`src/rtl/li_rr_merge_arbiter_pkg.sv`:
```
// Shared definitions for the round-robin merge arbiter.
// Provides the arbiter FSM state encoding and a constant clog2 helper
// used to validate the source-index width against the input count.
package li_rr_merge_arbiter_pkg;

  typedef enum logic {
    ARB_IDLE   = 1'b0,
    ARB_LOCKED = 1'b1
  } arb_state_t;

  // Ceiling log2 for elaboration-time width checks.
  function automatic int clog2(input int value);
    int result;
    int v;
    result = 0;
    v = value - 1;
    while (v > 0) begin
      result++;
      v = v >> 1;
    end
    return result;
  endfunction

endpackage

```
`src/rtl/li_skid_buffer_2slot.sv`:
```
// Two-slot output buffer: slot1 drives the output, slot2 absorbs one extra
// token so upstream can keep streaming at full rate under backpressure.
// Ports: clk/reset; in_data/in_valid (push, only when can_accept);
//        can_accept (slot2 empty); out_data/out_valid/out_bp (head token).
module li_skid_buffer_2slot
  import li_rr_merge_arbiter_pkg::*;
#(
  parameter int Width = 8
) (
  input  logic             clk,
  input  logic             reset,
  input  logic [Width-1:0] in_data,
  input  logic             in_valid,
  output logic             can_accept,
  output logic [Width-1:0] out_data,
  output logic             out_valid,
  input  logic             out_bp
);

  logic             slot1_valid;
  logic             slot2_valid;
  logic [Width-1:0] slot1_data;
  logic [Width-1:0] slot2_data;
  logic             pop;

  assign can_accept = ~slot2_valid;
  assign pop        = slot1_valid & ~out_bp;
  assign out_valid  = slot1_valid;
  assign out_data   = slot1_data;

  // Occupancy. A push never coincides with slot2 being full, because the
  // upstream only pushes while can_accept is high.
  always_ff @(posedge clk) begin
    if (reset) begin
      slot1_valid <= 1'b0;
      slot2_valid <= 1'b0;
    end else if (in_valid && !pop) begin
      if (!slot1_valid) slot1_valid <= 1'b1;
      else              slot2_valid <= 1'b1;
    end else if (!in_valid && pop) begin
      if (slot2_valid) slot2_valid <= 1'b0;
      else             slot1_valid <= 1'b0;
    end
  end

  // Payload of an empty slot is don't-care, so data carries no reset.
  always_ff @(posedge clk) begin
    if (in_valid && (pop || !slot1_valid)) begin
      slot1_data <= in_data;
    end else if (in_valid) begin
      slot2_data <= in_data;
    end else if (pop && slot2_valid) begin
      slot1_data <= slot2_data;
    end
  end

endmodule

```
`src/rtl/li_rr_merge_arbiter.sv`:
```
// N-to-1 round-robin merge of valid/bp channels; multi-beat packets hold the
// grant until their last beat, output tagged with source index via a 2-slot buffer.
// Ports: clk/reset; in_data/in_valid/in_last/in_bp per channel;
//        out_data/out_idx/out_last/out_valid with downstream out_bp.
module li_rr_merge_arbiter
  import li_rr_merge_arbiter_pkg::*;
#(
  parameter int NumInputs = 4,
  parameter int Width     = 8,
  parameter int IdxWidth  = 2
) (
  input  logic                       clk,
  input  logic                       reset,
  input  logic [NumInputs*Width-1:0] in_data,
  input  logic [NumInputs-1:0]       in_valid,
  input  logic [NumInputs-1:0]       in_last,
  output logic [NumInputs-1:0]       in_bp,
  output logic [Width-1:0]           out_data,
  output logic [IdxWidth-1:0]        out_idx,
  output logic                       out_last,
  output logic                       out_valid,
  input  logic                       out_bp
);

  localparam int PayloadWidth = Width + IdxWidth + 1;
  localparam int PosWidth     = IdxWidth + 1;

  if (clog2(NumInputs) != IdxWidth) begin : g_idx_width_check
    $error("IdxWidth must equal clog2(NumInputs)");
  end

  arb_state_t              state;
  logic [IdxWidth-1:0]     rr_ptr;
  logic [IdxWidth-1:0]     lock_idx;
  logic [IdxWidth-1:0]     scan_idx;
  logic                    scan_valid;
  logic [PosWidth-1:0]     pos;
  logic [IdxWidth-1:0]     grant;
  logic                    grant_valid;
  logic                    grant_last;
  logic [Width-1:0]        grant_data;
  logic                    can_accept;
  logic                    take_ok;
  logic                    accept;
  logic [PayloadWidth-1:0] buf_out;

  // Rotating priority scan: walk from the farthest offset down to offset 0
  // so the valid requester closest to rr_ptr wins.
  always_comb begin
    scan_valid = 1'b0;
    scan_idx   = '0;
    pos        = '0;
    for (int k = NumInputs - 1; k >= 0; k--) begin
      pos = {1'b0, rr_ptr} + PosWidth'(k);
      if (pos >= PosWidth'(NumInputs)) pos = pos - PosWidth'(NumInputs);
      if (in_valid[pos[IdxWidth-1:0]]) begin
        scan_valid = 1'b1;
        scan_idx   = pos[IdxWidth-1:0];
      end
    end
  end

  // A locked packet keeps its grant even while its source has no token.
  assign grant       = (state == ARB_LOCKED) ? lock_idx : scan_idx;
  assign grant_valid = (state == ARB_LOCKED) | scan_valid;
  assign take_ok     = can_accept & grant_valid & ~reset;
  assign accept      = take_ok & in_valid[grant];
  assign grant_last  = in_last[grant];
  assign grant_data  = in_data[int'(grant)*Width +: Width];

  for (genvar i = 0; i < NumInputs; i++) begin : g_bp
    assign in_bp[i] = ~(take_ok && (grant == IdxWidth'(i)));
  end

  always_ff @(posedge clk) begin
    if (reset) begin
      state    <= ARB_IDLE;
      rr_ptr   <= '0;
      lock_idx <= '0;
    end else if (accept) begin
      if (grant_last) begin
        state  <= ARB_IDLE;
        rr_ptr <= (grant == IdxWidth'(NumInputs - 1)) ? '0 : grant + 1'b1;
      end else begin
        state    <= ARB_LOCKED;
        lock_idx <= grant;
      end
    end
  end

  li_skid_buffer_2slot #(
    .Width(PayloadWidth)
  ) u_buf (
    .clk       (clk),
    .reset     (reset),
    .in_data   ({grant_last, grant, grant_data}),
    .in_valid  (accept),
    .can_accept(can_accept),
    .out_data  (buf_out),
    .out_valid (out_valid),
    .out_bp    (out_bp)
  );

  assign {out_last, out_idx, out_data} = buf_out;

endmodule

```
`config.mk`:
```
export PLATFORM = sky130hd
export DESIGN_NAME = li_rr_merge_arbiter
export DESIGN_NICKNAME = d
export VERILOG_FILES = /design/src/rtl/li_rr_merge_arbiter_pkg.sv /design/src/rtl/li_skid_buffer_2slot.sv /design/src/rtl/li_rr_merge_arbiter.sv
export SDC_FILE = /design/constraint.sdc
export NUM_CORES = 1
export LEC_CHECK = 0
export ABC_AREA = 1
export BUFFER_PORTS_ARGS = -buffer_cell sky130_fd_sc_hd__buf_2
export CAP_MARGIN = 20
export CELL_PAD_IN_SITES_DETAIL_PLACEMENT = 1
export CELL_PAD_IN_SITES_GLOBAL_PLACEMENT = 2
export CORE_MARGIN = 2
export CORE_UTILIZATION = 28
export CTS_CLUSTER_DIAMETER = 60
export DETAILED_ROUTE_END_ITERATION = 16
export PLACE_DENSITY = 0.86
export SYNTH_ARGS = -nofsm -noshare
export SYNTH_HDL_FRONTEND = slang
export SYNTH_HIERARCHICAL = 1
export SYNTH_SLANG_ARGS = --single-unit
```
`constraint.sdc`:
```
create_clock -name clk -period 4.1 [get_ports clk]
set_input_delay 0.41 -clock clk [delete_from_list [all_inputs] [get_ports clk]]
set_output_delay 0.41 -clock clk [all_outputs]
set_load 0.01 [all_outputs]
```
==> flow_metrics.py <==
metrics = {
    "run_status": {
        "outcome": "finished clean",
    },
    "yosys": {
        "synth_cells": 242,
        "synth_seq_cells": 29,
        "synth_ff_type": "edfxtp_1",
        "yosysUniqueCellTypes": 24,
        "synth_area_um2": 1840,
        "synth-edff-count": 22,
        "ys_seq_area_share_pct": 43.5,
        "ys_warn_count": 6,
        "synth_area_per_cell_um2": 7.61,
        "async_flop_share_pct": 0,
        "syn-num-nets": 289,
    },
    "critical_path": {
        "crit_type": "reg -> reg",
        "r2r_start": "rr_ptr[0]$_SDFFE_PP0P_",
        "worstPathArrival_ns": 3.14,
        "crit_fanout": 15,
        "r2r-end": "u_buf/out_data[8]$_DFFE_PP_",
        "r2r_slack_ns": 0.94,
        "crit_path_start_kind": "flip-flop",
        "cp.required_ns": 4.08,
        "rr_worst_depth": 14,
        "endpoint_kind": "flip-flop",
        "critPathCapture": "u_buf/out_data[8]$_DFFE_PP_",
        "startpoint": "rr_ptr[0]$_SDFFE_PP0P_",
    },
    "timing": {
        "max_slew.worst_pin.slew_ns": 0.534,
        "holdWs_ns": 0.316,
        "max_freq_mhz": 316,
        "setup_violations": 0,
        "fin_crit_sh_pct": 77.2,
        "setup_tns_ns": 0,
        "hold_viol": 0,
        "fin_skew_ns": 0.00762,
        "rsz0062_at_grt": "no",
        "final_max_slew_viol_count": 0,
        "slew_headroom_pct": 64.3,
        "period_minus_slack_ns": 3.16,
    },
    "placed_design": {
        "dp_hpwl_mm": 4.18,
        "post-place-cells": 374,
        "gp_congestion": 0.843,
        "place_area_um2": 2210,
        "io_buffers": 58,
    },
    "finish": {
        "final_cell_area_um2": 2290,
        "diodes": 0,
        "fin_nets": 351,
        "stdcell_count": 382,
        "syn_to_final_growth_pct": 24.6,
        "fillers": 811,
        "drive_gt1_share_pct": 27.5,
        "multi_input_area_um2": 893,
        "register_area_um2": 801,
    },
    "drt": {
        "wl_per_cell_um": 13.9,
        "route.detailed.drc": 0,
        "routed_wl_mm": 5.29,
        "viasPerCell": 4.77,
        "num_vias": 1821,
        "ant_nets": 0,
        "drt_pass1_iterations": 4,
        "drtIter0Drc": 73,
    },
    "floorplanning": {
        "die_w_um": 85.1,
        "start_util_pct": 29.0,
        "fp.dieH_um": 85.1,
        "fp.dieArea_um2": 7240,
        "io_pins": 59,
        "num_rows": 29,
        "core_area_um2": 6350,
    },
    "global_routing": {
        "grt_pass1_vias": 1854,
        "antenna_found_initial": 0,
        "grt_max_degree": 20,
        "grt_overflow": 0,
        "grt_pass1_wl_mm": 8.83,
        "grt_usage_pct": 15.2,
    },
    "clock_network": {
        "post_cts_buffers": 0,
        "ctsLongestPathBuffers": 2,
        "cts_made_buffers": 5,
        "clock_sinks": 29,
        "root_buffer": "clkbuf_8",
        "h-tree-depth": 2,
        "cts_hold_buf": 0,
        "clkTransAtPathRegs_ns": 0.07,
        "clk_latency_ns": 0.28,
        "post_cts_resized": 0,
        "cts_tree": "yes",
    },
    "power_and_ir_drop": {
        "ir_drop_mv": 0.249,
        "powerDensity_nw_per_um2": 691,
        "fin_total_pwr_w": 0.00158,
        "power.leakage_nw": 1.10,
    },
    "min_path": {
        "min_delay_path_depth": 2,
        "hold_class": "in -> reg",
    },
    "run": {
        "cap_violations": 0,
    },
}
-- how the worst min path moves through the flow --
| stage | from | endpoint | slack, ns |
|---|---|---|---|
| after floorplan | reset | u_buf/out_valid$_SDFFE_PP0P_ | 0.48 |
| after CTS | reset | u_buf/out_valid$_SDFFE_PP0P_ | 0.31 |
| after global routing | reset | u_buf/out_valid$_SDFFE_PP0P_ | 0.32 |
| after global placement | u_buf/slot2_data[4]$_DFFE_PP_ | u_buf/out_data[4]$_DFFE_PP_ | 0.50 |
| final | reset | u_buf/out_valid$_SDFFE_PP0P_ | 0.32 |
| after detailed placement | u_buf/slot2_data[7]$_DFFE_PP_ | u_buf/out_data[7]$_DFFE_PP_ | 0.50 |
-- routing by layer --
layer	GRT usage [%]	routed length (um)	vias up
met5	0	0	-
li1	-	-	929
met2	25.6	2570	41
met4	4.04	71	0
met1	19.6	2430	845
met3	3.50	218	6
-- cell usage in the layout (no fill, tap or decap) --
cell,n
o21ai_0,19
inv_2,1
a22oi_1,8
clkinv_2,2
nand3_2,3
ha_1,4
clkbuf_8,5
nor2_1,21
buf_2,58
buf_4,3
o21bai_1,1
a21boi_2,1
inv_1,25
dfxtp_1,7
a21oi_1,3
nand3_1,28
nand3_4,1
clkinvlp_4,1
nand4_1,5
nand2_1,73
nor2_2,1
clkinv_1,2
o21ai_1,2
nand2_4,2
nand2_2,6
or2_0,1
edfxtp_1,22
-- cell families (layout without fill, tap and decap cells) --
kind of cell,after synthesis,in the layout,synth area share [%]
simple gates,141,141,35.0
compound gates,34,34,10.8
buf+inv,34,97,8.02
flops,29,29,43.5
fa+ha+maj,4,4,2.72
-- synth_stat cells (all sizes together), types with 2 or more instances --
cell type | count | share of area, %
ha | 4 | 2.7
a21oi | 3 | 0.81
o21ai | 21 | 5.7
inv | 26 | 5.3
edfxtp | 22 | 36
nor2 | 22 | 4.6
clkinv | 2 | 0.41
nand2 | 81 | 18
nand4 | 5 | 1.7
buf | 6 | 2.3
nand3 | 32 | 10
a22oi | 8 | 3.3
dfxtp | 7 | 7.6
-- critical path, stage by stage, from the launching register on --
cell and delay [ns]:
dfxtp_1 0.55, inv_1 0.18, nand2_1 0.11, nand3_1 0.09, nand4_1 0.10, nand2_1 0.06, nand2_1 0.10, nand2_1 0.08
nand2_1 0.41, nand3_2 0.20, a21oi_1 0.19, buf_4 0.23, nand2_2 0.19, o21ai_0 0.14, buf_4 0.22
-- sequential cells by signal, summed over array words and instances, names as in the netlist --
| signal | count |
|---|---|
| u_buf/slot2_data | 11 |
| u_buf/out_valid | 1 |
| rr_ptr | 2 |
| u_buf/slot2_valid | 1 |
| lock_idx | 2 |
| u_buf/out_data | 11 |
| state | 1 |
-- cell type report --
cell class              count  area share (%)
repair buffers             61            13.6
inverters                  28            4.58
multi-input cells         179            38.9
clock inverters             3           0.763
flip-flops and latches     29            34.9
clock buffers               5            3.00
well taps                  77            4.20
-- per-stage QoR --
| step | util (%) | setup slack (ns) |
|---|---|---|
| global route | 36.1 | 0.616 |
| CTS | 36.1 | 0.954 |
| detailed placement | 34.8 | 0.987 |
| finish | 36.1 | 0.936 |
| global placement | 34.8 | 1.04 |
| floorplan | - | 1.23 |
-- where the power goes --
group	switching (W)	internal (W)
logic	0.000620	0.000281
clock network	0.000115	0.000117
registers	0.0000283	0.000423
(Power assumes the default switching activity.)
